`config.mk`:
```
export PLATFORM = sky130hd
export DESIGN_NAME = turn_sequencer
export DESIGN_NICKNAME = d
export VERILOG_FILES = /design/src/rtl/go_pkg.sv /design/src/rtl/turn_timer.sv /design/src/rtl/turn_sequencer.sv
export SDC_FILE = /design/constraint.sdc
export NUM_CORES = 1
export LEC_CHECK = 0
export ABC_AREA = 1
export CORE_MARGIN = 2
export CORE_UTILIZATION = 45
export CTS_CLUSTER_DIAMETER = 50
export DETAILED_ROUTE_END_ITERATION = 7
export DONT_BUFFER_PORTS = 1
export PLACE_DENSITY = 0.6
export SLEW_MARGIN = 0
export SYNTH_ARGS = -nofsm -noshare
export SYNTH_HDL_FRONTEND = slang
export SYNTH_SLANG_ARGS = --single-unit
```
`constraint.sdc`:
```
create_clock -name clk_in -period 5.8 [get_ports clk_in]
set_input_delay 1.16 -clock clk_in [delete_from_list [all_inputs] [get_ports clk_in]]
set_output_delay 1.16 -clock clk_in [all_outputs]
set_load 0.01 [all_outputs]
```
`src/rtl/go_pkg.sv`:
```
// Shared types for the Go turn sequencer: cell encoding, packed board, move request and FSM states.
// Helper functions decode a board cell and bump the saturating move counter.
package go_pkg;

  localparam int BOARD_N = 9;

  typedef enum logic [1:0] {
    EMPTY = 2'b00,
    BLACK = 2'b01,
    WHITE = 2'b10
  } cell_t;

  // Bit plane first: a cell is {plane[1], plane[0]} at [row][col].
  typedef logic [1:0][BOARD_N-1:0][BOARD_N-1:0] board_t;

  typedef struct packed {
    logic       pass;
    logic [3:0] row;
    logic [3:0] col;
  } move_t;

  typedef enum logic [2:0] {
    S_WAIT_MOVE = 3'd0,
    S_CHECK     = 3'd1,
    S_START     = 3'd2,
    S_WAIT_UPD  = 3'd3,
    S_COMMIT    = 3'd4,
    S_OVER      = 3'd5
  } state_t;

  function automatic cell_t cell_at(input board_t b, input logic [3:0] r, input logic [3:0] c);
    return cell_t'({b[1][r][c], b[0][r][c]});
  endfunction

  function automatic logic [8:0] sat_inc9(input logic [8:0] v);
    return (v == 9'd511) ? v : v + 9'd1;
  endfunction

endpackage

```
`src/rtl/turn_timer.sv`:
```
// Per-turn countdown: reloads on load_in, counts down while enabled, pulses expire_out on the last cycle.
// Only instantiated when TURN_SEQ_MOVE_TIMER_EN is defined.
module turn_timer #(
  parameter int unsigned CYCLES = 1_950_000_000
) (
  input  logic        clk_in,
  input  logic        rst_in,
  input  logic        load_in,
  input  logic        enable_in,
  output logic        expire_out,
  output logic [31:0] remaining_out
);

  logic [31:0] remaining_q, remaining_d;

  // Reload wins over counting; the counter parks at zero until the next reload.
  always_comb begin
    remaining_d = remaining_q;
    if (load_in) begin
      remaining_d = 32'(CYCLES);
    end else if (enable_in && (remaining_q != 32'd0)) begin
      remaining_d = remaining_q - 32'd1;
    end else begin
      remaining_d = remaining_q;
    end
  end

  // Countdown register, starts full out of reset.
  always_ff @(posedge clk_in or negedge rst_in) begin
    if (!rst_in) begin
      remaining_q <= 32'(CYCLES);
    end else begin
      remaining_q <= remaining_d;
    end
  end

  assign expire_out    = enable_in && (remaining_q == 32'd1);
  assign remaining_out = remaining_q;

endmodule

```
`src/rtl/turn_sequencer.sv`:
```
// Game-level controller around board_updater: admits the side to move, screens moves, runs the
// updater handshake with a watchdog, commits boards and detects game end. Optional TURN_SEQ_MOVE_TIMER_EN.
module turn_sequencer
  import go_pkg::*;
#(
  parameter logic        LOCAL_COLOR = 1'b0,
  parameter int unsigned UPD_TIMEOUT = 64
`ifdef TURN_SEQ_MOVE_TIMER_EN
  ,
  parameter int unsigned TURN_CYCLES = 1_950_000_000
`endif
) (
  input  logic       clk_in,
  input  logic       rst_in,
  input  logic       loc_valid_in,
  input  logic [8:0] loc_move_in,
  output logic       loc_ready_out,
  input  logic       rem_valid_in,
  input  logic [8:0] rem_move_in,
  output logic       rem_ready_out,
  input  logic       new_game_in,
  output logic       upd_start_out,
  output logic       upd_rst_out,
  output logic       upd_turn_out,
  output logic [7:0] upd_move_out,
  input  logic       upd_board_ready_in,
  input  board_t     upd_next_board_in,
  output board_t     board_out,
  output logic       turn_out,
  output logic       reject_out,
  output logic       game_over_out,
  output logic       err_timeout_out,
  output logic [8:0] move_count_out
`ifdef TURN_SEQ_MOVE_TIMER_EN
  ,
  output logic [31:0] timer_out
`endif
);

  localparam int UPD_CNT_W = $clog2(UPD_TIMEOUT + 1);

  state_t               state_q, state_d;
  board_t               board_q, board_d;
  move_t                move_q, move_d;
  logic                 turn_q, turn_d;
  logic [8:0]           move_count_q, move_count_d;
  logic [1:0]           pass_cnt_q, pass_cnt_d;
  logic                 game_over_q, game_over_d;
  logic                 err_timeout_q, err_timeout_d;
  logic                 reject_q, reject_d;
  logic                 upd_start_q, upd_start_d;
  logic                 upd_rst_q, upd_rst_d;
  logic                 new_game_pend_q, new_game_pend_d;
  logic [UPD_CNT_W-1:0] upd_cnt_q, upd_cnt_d;

  logic loc_owner_s, do_new_game_s, timer_expire_s, illegal_s;
  logic loc_ready_s, rem_ready_s;

  assign loc_owner_s   = (turn_q == LOCAL_COLOR);
  assign do_new_game_s = ((state_q == S_WAIT_MOVE) || (state_q == S_OVER)) &&
                         (new_game_in || new_game_pend_q);
  assign illegal_s     = (move_q.row > 4'd8) || (move_q.col > 4'd8) ||
                         (cell_at(board_q, move_q.row, move_q.col) != EMPTY);

`ifdef TURN_SEQ_MOVE_TIMER_EN
  logic timer_load_s, timer_en_s;

  assign timer_load_s = (turn_d != turn_q) || do_new_game_s;
  assign timer_en_s   = (state_q == S_WAIT_MOVE);

  turn_timer #(
    .CYCLES (TURN_CYCLES)
  ) u_turn_timer (
    .clk_in        (clk_in),
    .rst_in        (rst_in),
    .load_in       (timer_load_s),
    .enable_in     (timer_en_s),
    .expire_out    (timer_expire_s),
    .remaining_out (timer_out)
  );
`else
  assign timer_expire_s = 1'b0;
`endif

  // Next-state, request acceptance and bookkeeping for the turn FSM.
  always_comb begin
    state_d         = state_q;
    board_d         = board_q;
    move_d          = move_q;
    turn_d          = turn_q;
    move_count_d    = move_count_q;
    pass_cnt_d      = pass_cnt_q;
    game_over_d     = game_over_q;
    err_timeout_d   = err_timeout_q;
    reject_d        = 1'b0;
    upd_start_d     = 1'b0;
    upd_rst_d       = 1'b0;
    upd_cnt_d       = upd_cnt_q;
    new_game_pend_d = new_game_pend_q;
    loc_ready_s     = 1'b0;
    rem_ready_s     = 1'b0;

    // A new game arriving mid-move waits until the in-flight move has settled.
    if (new_game_in && !((state_q == S_WAIT_MOVE) || (state_q == S_OVER))) begin
      new_game_pend_d = 1'b1;
    end else begin
      new_game_pend_d = new_game_pend_q;
    end

    case (state_q)
      S_WAIT_MOVE, S_OVER: begin
        if (do_new_game_s) begin
          state_d         = S_WAIT_MOVE;
          board_d         = '0;
          turn_d          = 1'b0;
          move_count_d    = 9'd0;
          pass_cnt_d      = 2'd0;
          game_over_d     = 1'b0;
          err_timeout_d   = 1'b0;
          new_game_pend_d = 1'b0;
        end else if (state_q == S_OVER) begin
          state_d = S_OVER;
        end else if (timer_expire_s) begin
          move_d  = '{pass: 1'b1, row: 4'd0, col: 4'd0};
          state_d = S_CHECK;
        end else if (loc_owner_s && loc_valid_in) begin
          loc_ready_s = 1'b1;
          move_d      = move_t'(loc_move_in);
          state_d     = S_CHECK;
        end else if (!loc_owner_s && rem_valid_in) begin
          rem_ready_s = 1'b1;
          move_d      = move_t'(rem_move_in);
          state_d     = S_CHECK;
        end else begin
          state_d = S_WAIT_MOVE;
        end
      end

      S_CHECK: begin
        if (move_q.pass) begin
          turn_d       = ~turn_q;
          move_count_d = sat_inc9(move_count_q);
          if (pass_cnt_q == 2'd1) begin
            pass_cnt_d  = 2'd2;
            game_over_d = 1'b1;
            state_d     = S_OVER;
          end else begin
            pass_cnt_d = pass_cnt_q + 2'd1;
            state_d    = S_WAIT_MOVE;
          end
        end else if (illegal_s) begin
          reject_d = 1'b1;
          state_d  = S_WAIT_MOVE;
        end else begin
          pass_cnt_d  = 2'd0;
          upd_start_d = 1'b1;
          state_d     = S_START;
        end
      end

      S_START: begin
        upd_cnt_d = '0;
        state_d   = S_WAIT_UPD;
      end

      // The updater gets UPD_TIMEOUT full cycles here before it is reset and the move dropped.
      S_WAIT_UPD: begin
        if (upd_board_ready_in) begin
          state_d = S_COMMIT;
        end else if (upd_cnt_q == UPD_CNT_W'(UPD_TIMEOUT - 1)) begin
          upd_rst_d     = 1'b1;
          err_timeout_d = 1'b1;
          state_d       = S_WAIT_MOVE;
        end else begin
          upd_cnt_d = upd_cnt_q + UPD_CNT_W'(1);
        end
      end

      S_COMMIT: begin
        board_d      = upd_next_board_in;
        turn_d       = ~turn_q;
        move_count_d = sat_inc9(move_count_q);
        state_d      = S_WAIT_MOVE;
      end

      default: begin
        state_d = S_WAIT_MOVE;
      end
    endcase
  end

  // Sequencer registers; upd_rst_q leaves reset asserted so the updater sees one clean reset edge.
  always_ff @(posedge clk_in or negedge rst_in) begin
    if (!rst_in) begin
      state_q         <= S_WAIT_MOVE;
      board_q         <= '0;
      move_q          <= '0;
      turn_q          <= 1'b0;
      move_count_q    <= 9'd0;
      pass_cnt_q      <= 2'd0;
      game_over_q     <= 1'b0;
      err_timeout_q   <= 1'b0;
      reject_q        <= 1'b0;
      upd_start_q     <= 1'b0;
      upd_rst_q       <= 1'b1;
      new_game_pend_q <= 1'b0;
      upd_cnt_q       <= '0;
    end else begin
      state_q         <= state_d;
      board_q         <= board_d;
      move_q          <= move_d;
      turn_q          <= turn_d;
      move_count_q    <= move_count_d;
      pass_cnt_q      <= pass_cnt_d;
      game_over_q     <= game_over_d;
      err_timeout_q   <= err_timeout_d;
      reject_q        <= reject_d;
      upd_start_q     <= upd_start_d;
      upd_rst_q       <= upd_rst_d;
      new_game_pend_q <= new_game_pend_d;
      upd_cnt_q       <= upd_cnt_d;
    end
  end

  assign loc_ready_out   = loc_ready_s;
  assign rem_ready_out   = rem_ready_s;
  assign upd_start_out   = upd_start_q;
  assign upd_rst_out     = upd_rst_q;
  assign upd_turn_out    = turn_q;
  assign upd_move_out    = {move_q.row, move_q.col};
  assign board_out       = board_q;
  assign turn_out        = turn_q;
  assign reject_out      = reject_q;
  assign game_over_out   = game_over_q;
  assign err_timeout_out = err_timeout_q;
  assign move_count_out  = move_count_q;

endmodule

```
Word level (Yosys, flattened, before mapping) --
Index checks and enable logic that the tools add are counted.
Word-level totals: input bits 186, output and inout bits 188, register bits after elaboration 199
Cells by class: add/subtract/negate cells 3, mux-type cells 64, reduce and logical (&&, ||, !) cells 25, bitwise logic cells 3, $lt $le $gt $ge 4, equality and inequality tests 16
Operator list (number):
- 162-bit one-hot mux with 2 select lines | 1
- 162-bit two-way mux | 1
- 9-bit binary-select mux with 4-bit select | 2
- 9-bit two-way mux | 7
- 1-bit two-way mux | 31
- 9-bit one-hot mux with 3 select lines | 1
- 3-bit two-way mux | 6
- 7-bit two-way mux | 2
- 7-bit one-hot mux with 2 select lines | 1
- 2-bit != test, second input constant | 6
- 3-bit one-hot mux with 4 select lines | 1
- 4-bit AND reduction | 3
- 2-bit nonzero test | 6
- 4-bit by 5-bit < comparator with 1-bit output, second input constant | 2
- 2-bit two-way mux | 5
- 9-bit by 1-bit adder with 9-bit output, second input constant | 1
- 9-bit == test, second input constant | 1
- 3-bit AND reduction | 3
- 1-bit binary-select mux with 4-bit select | 2
- 4-bit greater-than comparator, second input constant | 2
- 7-bit by 1-bit adder with 7-bit output, second input constant | 1
- 7-bit by 6-bit == test with 1-bit output, second input constant | 1
- 3-bit by 2-bit == test with 1-bit output, second input constant | 2
- 3-bit == test, second input constant | 2
- other kinds (15) | 25

Longest topological paths before layout --
depth in word-level cells 9, mapped depth 20, gate-level depth less buffers 18

Least setup slack after synthesis --
No wires, ideal clock.
path type input port to output port, from in new_game_in, to out rem_ready_out, data required time 4640 ps, path buffers 0, setup slack 2806 ps, arrival time 1834 ps, stages 5, path through nor2_1 > inv_1 > nor2_4 > nand2_1 > nor3_2
Between the ends: cells in the longest elaborated chain, start to end 4
RTL lines:
- start: declaration | RTL line turn_sequencer.sv:21 | input logic new_game_in,
- 1-bit logical OR | RTL line turn_sequencer.sv:61 | (new_game_in || new_game_pend_q);
- 1-bit logical AND | RTL line turn_sequencer.sv:60 | assign do_new_game_s = ((state_q == S_WAIT_MOVE) || (state_q == S_OVER)) &&
- 1-bit two-way mux | RTL line turn_sequencer.sv:112 | if (do_new_game_s) begin
- 1-bit two-way mux | RTL line turn_sequencer.sv:110 | case (state_q)
- end: declaration | RTL line turn_sequencer.sv:20 | output logic rem_ready_out,
No other way between the ends.

Final worst setup path --
from reg state_q[2], to reg board_q (netlist bit board_out[64])
Between the ends: cells in the longest elaborated chain, start to end 5
RTL lines:
- start: declaration | RTL line turn_sequencer.sv:42 | state_t state_q, state_d;
- start signal: assignment | RTL line turn_sequencer.sv:209 | state_q <= state_d;
- 3-bit == test or 3-bit zero test (tied branches) | RTL line turn_sequencer.sv:60, turn_sequencer.sv:110
- 1-bit logical OR | RTL line turn_sequencer.sv:60
- 1-bit logical AND | RTL line turn_sequencer.sv:60
- 2-bit != test (no source line)
- 2-bit AND reduction (no source line)
- end signal: assignment | RTL line turn_sequencer.sv:210 | board_q <= board_d;
- end: declaration | RTL line turn_sequencer.sv:43 | board_t board_q, board_d;
Parallel ways exist; a longest one is shown, timed or not. A chain may end at the register's enable or synchronous reset.

==> impl_metrics.tcl <==
set metrics [dict create \
    status "completed" \
    setup_viol_count_final 0 \
    syn_inst 1278 \
    clk_latency_ps 430 \
    detail-route-antenna-nets 0 \
    min_period_ps 3810 \
    critPathMaxStageDelay_ps 1000 \
    cts_tree "done" \
    syn_area_per_cell_um2 7.81 \
    nFillCells 2235 \
    grt_first_pass_wirelength_mm 51.4 \
    root_buffer "clkbuf_16" \
    first_global_vias 8332 \
    grt_max_degree 200 \
    dieArea_um2 23400 \
    crit_chain "inv_1 -> a21oi_4 -> nor2_2 -> inv_2 -> nand2_4 -> o21ai_0" \
    synth-edff-count 0 \
    path_buf_inv 2 \
    gp_congestion 0.919 \
    post_drt_wl_per_cell_um 22.4 \
    ys_types 37 \
    r2r_slack_ps 1990 \
    cts_buffers 17 \
    totalWireLength_mm 33.6 \
    finalMaxSlewViolations 0 \
    maxSlewHeadroom_pct 29.9 \
    route.detailed.drc 0 \
    worstSetupEndpointType "register" \
    multi_input_area_um2 3930 \
    hpwl_mm 23.7 \
    clock_sinks 199 \
    nNetsFinal 1395 \
    rsz0062_at_grt "no" \
    power_density_nw_per_um2 489 \
    drive_gt1_share_pct 5.01 \
    start_util_pct 45.7 \
    clock.fmax_mhz 262 \
    post-cts-setup-buffer-count 0 \
    post_dp_cell_area_um2 9910 \
    syn_nets 1468 \
    cts_buffer_depth 2 \
    antenna_found_initial 0 \
    fin_worst_skew_ps 14.9 \
    p_leak_nw 4.98 \
    ys.flop_type "dfrtp_1" \
    tightest_slew_ps 1050 \
    synth_area_leaders "dfrtp_1, nand3_1, nand2_1" \
    seq_area_frac_synth_pct 49.9 \
    ioPinCount 374 \
    io_buffers 0 \
    async_flop_share_pct 100 \
    htree_levels 4 \
    core_area_um2 21800 \
    yosys_warnings 0 \
    drt_iter0_markers 710 \
    synthDominantCellAreaShare_pct 49.6 \
    cts_resized 0 \
    overflow 0 \
    routed-via-count 8513 \
    fin_tns_setup_ps 0 \
    cap_viol_max_count 0 \
    die_h_um 153 \
    syn_area_um2 9980 \
    syn_to_final_growth_pct 4.89 \
    arrival_ps 4120 \
    crit_family "flip-flops" \
    ff2ff_path_depth 6 \
    worst_setup_path_start_kind "register" \
    final_area_um2 10500 \
    antennaDiodeCount 0 \
    hold_path_class "input port to async pin" \
    layout.cells.non_filler 1498 \
    dp.cells 1466 \
    r2r-start "state_q[2]" \
    r2r_end "board_out[64]" \
    die_width_um 153 \
    cpMaxStageDelayCell "dfrtp_4" \
    crit_fanout 106 \
    synthTopCellsByCount "nand3_1, nand2_1, dfrtp_1" \
    critical_path_class "register to register" \
    period_share_pct 65.7 \
    drt-pass1-iter-count 5 \
    cts_hold_buf 0 \
    critPathRequiredTime_ps 6110 \
    ff_latch_area_um2 4990 \
    hold_viol 0 \
    synth_most_common_cell "nand3_1" \
    rows 54 \
    track_usage_pct 28.4 \
    synth_seq_cells 199 \
    synth_top_area_cell "dfrtp_1" \
    ir_drop_uv 240 \
    clk_pin_slew_worst_paths_ps 80 \
    vias_per_cell 5.68 \
]
[power breakdown]
part           switching (mW)  internal, mW
Sequential              0.571          1.66
Combinational            1.25         0.484
Clock                   0.580         0.579
Total                    2.40          2.72
[cells by family after synthesis]
| family | after synthesis | synth area share [%] |
|---|---|---|
| compound gates | 202 | 10.8 |
| xor+xnor | 2 | 0.176 |
| fa+ha+maj | 4 | 0.502 |
| buf+inv | 258 | 10.9 |
| flops | 199 | 49.9 |
| mux | 1 | 0.100 |
| simple gates | 612 | 27.6 |
[worst reg2reg max path: cells and delay by family (launching register included)]
family          cells  cell delay [ps]
flops               1             1000
compound gates      2              840
buf+inv             2              970
simple gates        2              900
[area by class of cell]
cell class | instances | area share (%)
clock inverters | 12 | 1.08
multi-input cells | 821 | 37.5
flip-flops and latches | 199 | 47.7
repair buffers | 5 | 0.359
inverters | 161 | 5.77
well taps | 280 | 3.35
clock buffers | 20 | 4.27
[state kept, by name, indices dropped and copies added, names as in the netlist, 2 cells and up]
| register | cells |
|---|---|
| upd_move_out | 8 |
| state_q | 3 |
| upd_cnt_q | 7 |
| pass_cnt_q | 2 |
| board_out | 162 |
| move_count_out | 9 |
[per-layer routing]
metal	routed length, µm	vias to the layer above	share of wire (%)	track usage (%)
met1	13900	4063	41	36.5
li1	-	4026	-	-
met3	2530	53	7.5	7.26
met5	0	-	0	0
met2	16200	371	48	47.0
met4	948	0	2.8	9.22
[how the worst max path moves through the flow]
stage | startpoint | slack [ps] | endpoint | cells after the start
floorplan | new_game_in | 2810 | rem_ready_out | 5
global placement | state_q[2] | 2090 | board_out[116] | 6
detailed placement | state_q[2] | 1970 | board_out[64] | 6
CTS | state_q[2] | 1930 | board_out[64] | 6
global route | state_q[2] | 1560 | board_out[23] | 6
finish | state_q[2] | 1990 | board_out[64] | 6
[cells in the final DEF, fill, tap and decap left out, types with 3 or more instances in the layout]
cell type  Yosys  layout
dfrtp_1      198     195
nand2_1      223     222
inv_1        156     155
a31oi_1       10      10
buf_4         12       5
ha_1           4       4
nor2_2         4       4
inv_8          0       4
a21oi_1       28      28
nor3_1         8       8
clkbuf_16      0      17
clkinv_4       0       5
nor2_1        67      66
nor2_4         2       3
o211ai_1       5       5
o21ai_0      147     147
inv_2          5       6
nand3_1      298     298
nand4_1        3       3
[stage by stage]
stage | util (%) | total power, mW | worst slack, ps | hold WS (ps)
6_report | 48.0 | 5.12 | 1990 | 415
3_5_place_dp | 45.4 | 4.01 | 1970 | 464
2_1_floorplan | - | 3.47 | 2810 | 442
3_3_place_gp | 45.4 | 3.98 | 2090 | 460
5_1_grt | 48.0 | 5.47 | 1560 | 389
4_1_cts | 48.0 | 5.16 | 1930 | 397
Power figures use the tool's default switching activity.
